File: src/rtl/fetch_queue_pkg.sv
// Shared definitions for the dual-issue fetch queue: default depth, datapath widths
// and the {pc, instr} entry layout.
package fetch_queue_pkg;

    localparam int FQ_DEPTH = 8;
    localparam int DWIDTH   = 32;
    localparam int PC_WIDTH = 32;

    typedef struct packed {
        logic [PC_WIDTH-1:0] pc;
        logic [DWIDTH-1:0]   instr;
    } fq_entry_t;

endpackage

File: src/rtl/fq_ptr_ctrl.sv
// Read/write pointer and occupancy bookkeeping for the fetch queue: push, pop,
// flush and modulo-DEPTH wrap.
module fq_ptr_ctrl
    import fetch_queue_pkg::*;
#(
    parameter int DEPTH = FQ_DEPTH,
    parameter int AW    = $clog2(DEPTH)
) (
    input  logic          i_clk,
    input  logic          i_rst,
    input  logic          i_valid_1,
    input  logic          i_valid_2,
    input  logic          i_pop_1,
    input  logic          i_pop_2,
    input  logic          i_flush,
    output logic [AW-1:0] o_rd_ptr,
    output logic [AW-1:0] o_wr_ptr,
    output logic [AW:0]   o_count,
    output logic          o_ready,
    output logic          o_push_1,
    output logic          o_push_2
);

    logic [AW-1:0] r_rd_ptr;
    logic [AW-1:0] r_wr_ptr;
    logic [AW:0]   r_count;
    logic          w_ready;
    logic [1:0]    w_push_n;
    logic [1:0]    w_pop_n;

    // Ready looks only at the registered count; same-cycle pops are not credited.
    assign w_ready  = (r_count <= (AW+1)'(DEPTH - 2));
    assign o_push_1 = w_ready & i_valid_1;
    assign o_push_2 = w_ready & i_valid_1 & i_valid_2;

    always_comb begin
        w_push_n = 2'd0;
        w_pop_n  = 2'd0;
        if (o_push_2) begin
            w_push_n = 2'd2;
        end else if (o_push_1) begin
            w_push_n = 2'd1;
        end
        // A paired pop is all-or-nothing: it needs both head entries present.
        if (i_pop_1 && i_pop_2) begin
            if (r_count >= (AW+1)'(2)) begin
                w_pop_n = 2'd2;
            end
        end else if (i_pop_1) begin
            if (r_count != '0) begin
                w_pop_n = 2'd1;
            end
        end
    end

    always_ff @(posedge i_clk or posedge i_rst) begin
        if (i_rst) begin
            r_rd_ptr <= '0;
            r_wr_ptr <= '0;
            r_count  <= '0;
        end else if (i_flush) begin
            r_rd_ptr <= '0;
            r_wr_ptr <= '0;
            r_count  <= '0;
        end else begin
            r_rd_ptr <= r_rd_ptr + AW'(w_pop_n);
            r_wr_ptr <= r_wr_ptr + AW'(w_push_n);
            r_count  <= r_count + (AW+1)'(w_push_n) - (AW+1)'(w_pop_n);
        end
    end

    assign o_rd_ptr = r_rd_ptr;
    assign o_wr_ptr = r_wr_ptr;
    assign o_count  = r_count;
    assign o_ready  = w_ready;

endmodule

File: src/rtl/fetch_queue.sv
// Dual-issue instruction fetch queue: circular {pc, instr} storage feeding the two
// decode slots in program order, with stall absorption and flush.
module fetch_queue
    import fetch_queue_pkg::*;
#(
    parameter int DEPTH  = FQ_DEPTH,
    parameter int IWIDTH = DWIDTH,
    parameter int PWIDTH = PC_WIDTH
) (
    input  logic                     fq_clk,
    input  logic                     fq_rst,
    input  logic                     fq_i_valid_1,
    input  logic                     fq_i_valid_2,
    input  logic [IWIDTH-1:0]        fq_i_instr_1,
    input  logic [IWIDTH-1:0]        fq_i_instr_2,
    input  logic [PWIDTH-1:0]        fq_i_pc_1,
    input  logic [PWIDTH-1:0]        fq_i_pc_2,
    output logic                     fq_o_ready,
    output logic                     fq_o_valid_1,
    output logic                     fq_o_valid_2,
    output logic [IWIDTH-1:0]        fq_o_instr_1,
    output logic [IWIDTH-1:0]        fq_o_instr_2,
    output logic [PWIDTH-1:0]        fq_o_pc_1,
    output logic [PWIDTH-1:0]        fq_o_pc_2,
    input  logic                     fq_i_pop_1,
    input  logic                     fq_i_pop_2,
    input  logic                     fq_i_flush,
    output logic [$clog2(DEPTH):0]   fq_o_count
);

    localparam int AW = $clog2(DEPTH);

    logic [PWIDTH-1:0] r_pc    [DEPTH];
    logic [IWIDTH-1:0] r_instr [DEPTH];
    logic [AW-1:0]     w_rd_ptr;
    logic [AW-1:0]     w_rd_ptr_1;
    logic [AW-1:0]     w_wr_ptr;
    logic [AW-1:0]     w_wr_ptr_1;
    logic [AW:0]       w_count;
    logic              w_push_1;
    logic              w_push_2;

    fq_ptr_ctrl #(
        .DEPTH (DEPTH),
        .AW    (AW)
    ) u_ptr_ctrl (
        .i_clk     (fq_clk),
        .i_rst     (fq_rst),
        .i_valid_1 (fq_i_valid_1),
        .i_valid_2 (fq_i_valid_2),
        .i_pop_1   (fq_i_pop_1),
        .i_pop_2   (fq_i_pop_2),
        .i_flush   (fq_i_flush),
        .o_rd_ptr  (w_rd_ptr),
        .o_wr_ptr  (w_wr_ptr),
        .o_count   (w_count),
        .o_ready   (fq_o_ready),
        .o_push_1  (w_push_1),
        .o_push_2  (w_push_2)
    );

    assign w_wr_ptr_1 = w_wr_ptr + AW'(1);
    assign w_rd_ptr_1 = w_rd_ptr + AW'(1);

    // Storage is not reset; the count alone decides which entries are meaningful.
    // A write during flush is harmless because the pointers return to 0 regardless.
    always_ff @(posedge fq_clk) begin
        if (w_push_1) begin
            r_pc[w_wr_ptr]    <= fq_i_pc_1;
            r_instr[w_wr_ptr] <= fq_i_instr_1;
        end
        if (w_push_2) begin
            r_pc[w_wr_ptr_1]    <= fq_i_pc_2;
            r_instr[w_wr_ptr_1] <= fq_i_instr_2;
        end
    end

    assign fq_o_valid_1 = (w_count != '0);
    assign fq_o_valid_2 = (w_count >= (AW+1)'(2));
    assign fq_o_pc_1    = fq_o_valid_1 ? r_pc[w_rd_ptr]      : '0;
    assign fq_o_instr_1 = fq_o_valid_1 ? r_instr[w_rd_ptr]   : '0;
    assign fq_o_pc_2    = fq_o_valid_2 ? r_pc[w_rd_ptr_1]    : '0;
    assign fq_o_instr_2 = fq_o_valid_2 ? r_instr[w_rd_ptr_1] : '0;
    assign fq_o_count   = w_count;

endmodule

File: config.mk
export PLATFORM = sky130hd
export DESIGN_NAME = fetch_queue
export DESIGN_NICKNAME = d
export VERILOG_FILES = /design/src/rtl/fetch_queue_pkg.sv /design/src/rtl/fq_ptr_ctrl.sv /design/src/rtl/fetch_queue.sv
export SDC_FILE = /design/constraint.sdc
export NUM_CORES = 1
export LEC_CHECK = 0
export ABC_CLOCK_PERIOD_IN_PS = 20700
export BUFFER_PORTS_ARGS = -buffer_cell sky130_fd_sc_hd__buf_2
export CAP_MARGIN = 25
export CORE_MARGIN = 2
export CORE_UTILIZATION = 55
export CTS_BUF_LIST = sky130_fd_sc_hd__clkbuf_4 sky130_fd_sc_hd__clkbuf_8 sky130_fd_sc_hd__clkbuf_16
export DETAILED_ROUTE_END_ITERATION = 10
export GPL_ROUTABILITY_DRIVEN = 1
export PLACE_DENSITY = 0.75
export SLEW_MARGIN = 20
export SYNTH_ARGS = -nofsm -noshare
export SYNTH_HDL_FRONTEND = slang
export SYNTH_HIERARCHICAL = 1
export SYNTH_SLANG_ARGS = --single-unit
File: constraint.sdc
create_clock -name fq_clk -period 20.7 [get_ports fq_clk]
set_input_delay 4.14 -clock fq_clk [delete_from_list [all_inputs] [get_ports fq_clk]]
set_output_delay 4.14 -clock fq_clk [all_outputs]
set_load 0.05 [all_outputs]
==> impl_results.md <==
- Cells after Synth: 1,652
- Pin count of the biggest net entering global routing: 115
- Layout Skew: 0.02787 ns
- Sw frac: 0.4110
- Post-Route WL: 81,720 µm
- M3 GR Usage: 0.05816
- Setup Total Neg Slack: 0 ns
- Grt met2 use: 0.4765
- Hold_buf cts: 0
- Period utilization: 0.4513
- CP required: 16.56 ns
- Core area: 53,500 µm²
- Starting Density: 0.5538
- Gr busiest metal: met2
- Clock power share: 0.230
- Maximum clock path buffer count: 3
- Peak Freq: 107.0 MHz
- H-tree levels: 2
- Leak pwr: 11.22 nW
- Internal power: 0.002504 W
- Vias in the first global route: 18,650
- Startpoint types: register
- Fin worst setup slack: 11.36 ns
- # IOs: 270
- Reg power frac: 0.315
- Fin. Hold Viols: 0
- Starting DRT DRC Count: 1,712
- Routed length per placed instance: 31.07 µm
- Grt ovf: 0
- Vias per inst: 6.907
- Crit path kind: reg -> out
- Synth warn: 6
- Fin crit period: 9.342 ns
- DP HPWL: 45,590 µm
- CTS tree: built
- Outcome: completed
- Drt drc: 0
- Worst VDD drop: 0.1183 mV
- Num CTS Buffers: 56
- Pwr dens: 126.6 nW/µm²
- CTS Sinks: 522
- Area of the die: 55,740 µm²
- Most frequent cells in the layout: 512 x mux2_2, 512 x edfxtp_1, 269 x buf_2
- Setup WS pre-CTS: 11.91 ns
- Final setup fails: 0
- Met1 Use GR: 0.4046
- Fin Hold WS: 0.7067 ns
- Worst Path Max Fanout: 59
- Routed via count: 18,170
- Syn avg cell area: 17.93 µm²
- Max cap viols: 0
- P&R area growth vs syn: 13.37%
- NumNets Final: 2,029
- RD Place Congestion: 0.8284
- Initial antenna violation count: 15
- Row count: 85
- Setup crit end kind: output port
- Share of the yosys chip area belonging to registers: 0.5274
- RSZ-0062 raised after global routing: no
- Clock transition at path regs: 0.06 ns
- Rel. slew slack: 0.2508
- First-pass GRT wire length: 120,300 µm
- Post-Layout Cell Count: 2,630
- Mapped Area: 29,630 µm²
- Post-synth ARST share: 0.01916
- Resize count post-CTS: 0
- Psw: 0.001747 W
- Worst Tran Pin Value: 1.121 ns
- ANT nets after route: 0
- Ys flop type: edfxtp_1
- Die X: 236.1 µm
- Tot GR Track Use: 0.2927
- Setup Fix Bufs, Post-CTS: 0
- Final Slew Violations: 0
- Die height: 236.1 µm
- Cells after DPL: 2,515
- Post-synth EDFFs: 512
- Drt first pass iters: 5
- Worst min-delay path class: reg -> reg
- Comb pwr share: 0.456
- Critical Path AT: 5.20 ns
- Port Buffers: 269
- Clk_lat worst skew: 0.62 ns
- Mapped Nets: 1,802
- Seq cells post-synth: 522
- Synth cell types: 39
- Clk root buf: clkbuf_16
- Layout cell share with drive strength beyond 1: 0.6218
## cell families (layout without fill, tap and decap cells)
family | Yosys count | count (layout) | synth area share
AO/OA/AOI/OAI | 143 | 143 | 0.04109
XOR/XNOR | 6 | 6 | 0.002281
adder cells (fa/ha/maj) | 15 | 15 | 0.007348
buffers and inverters | 152 | 425 | 0.02365
flip-flops | 522 | 522 | 0.5274
multiplexers | 769 | 769 | 0.3900
other | 0 | 9 | 0
AND/OR/NAND/NOR | 45 | 45 | 0.008278
## routing by layer
metal / part of all wire / up-vias
li1: - / 7508
met1: 0.40 / 9616
met2: 0.49 / 900
met3: 0.089 / 121
met4: 0.023 / 20
met5: 0.0015 / -
## critical path: stages (launching register included)
cell and delay (ns):
dfrtp_4 0.88, buf_4 0.87, buf_4 0.88, buf_4 0.80
mux4_2 0.60, a22o_1 0.27, buf_2 0.22
## registers in the layout (all words and copies together) (netlist names)
| signal | cells |
|---|---|
| u_ptr_ctrl/o_wr_ptr | 3 |
| r_instr | 256 |
| u_ptr_ctrl/o_count | 4 |
| u_ptr_ctrl/o_rd_ptr | 3 |
| r_pc | 256 |
## worst paths after layout
check                                            startpoint                               end  slack (ns)  depth (start not counted)
hold / removal             u_ptr_ctrl/o_rd_ptr[2]$_DFF_PP0_  u_ptr_ctrl/o_rd_ptr[2]$_DFF_PP0_        0.71                          2
setup reg to reg            u_ptr_ctrl/o_count[3]$_DFF_PP0_             r_pc[0][17]$_DFFE_PP_       16.35                          9
setup / recovery           u_ptr_ctrl/o_rd_ptr[0]$_DFF_PP0_                  fq_o_instr_1[31]       11.36                          6
hold reg to reg            u_ptr_ctrl/o_rd_ptr[2]$_DFF_PP0_  u_ptr_ctrl/o_rd_ptr[2]$_DFF_PP0_        0.71                          2
min in group asynchronous                            fq_rst   u_ptr_ctrl/o_count[3]$_DFF_PP0_        3.51                          2
max in group asynchronous                            fq_rst  u_ptr_ctrl/o_rd_ptr[1]$_DFF_PP0_       16.84                          2
## through the flow
stage | instance area (µm²) | power [W] | utilization
6_report | 33590 | 0.004251 | 0.6279
5_1_grt | 33570 | 0.004385 | 0.6276
4_1_cts | 33520 | 0.004260 | 0.6266
3_5_place_dp | 31740 | 0.003287 | 0.5934
3_3_place_gp | 31660 | 0.003253 | 0.5918
2_1_floorplan | 29630 | 0.002794 | -
## cell type report
class | instances | area, µm²
clock buffer | 76 | 1588
fill | 3832 | 19910
clock inverter | 28 | 187.7
sequential | 522 | 15630
tap | 696 | 870.8
antenna | 9 | 22.52
multi-input combinational | 978 | 13490
inverter | 13 | 48.80
timing repair buffer | 308 | 1744
## power groups by stage
stage / clock network [W] / logic, W / registers (W)
after floorplan: 0 / 0.00144 / 0.00135
after global placement: 0 / 0.00190 / 0.00135
after CTS: 0.000986 / 0.00194 / 0.00134
after global routing: 0.00103 / 0.00201 / 0.00135
final: 0.000977 / 0.00194 / 0.00134
after detailed placement: 0 / 0.00193 / 0.00136
## cells in the mapped netlist (all sizes together), types with 3 or more instances
master  number  share of area
mux2       512           0.19
dfrtp       10         0.0084
edfxtp     512           0.52
nor2        12         0.0019
nand3        3        0.00051
nor2b        6         0.0013
nand2b       5         0.0011
xor2         4         0.0014
nand2        7        0.00097
nor3         3        0.00051
fa           4         0.0027
a21oi        4        0.00068
ha          11         0.0046
mux4       256           0.19
a22o       128          0.038
buf         95          0.016
clkbuf      44         0.0056
o21ai        3        0.00051
inv         13         0.0016
Power figures use the tool's default switching activity.
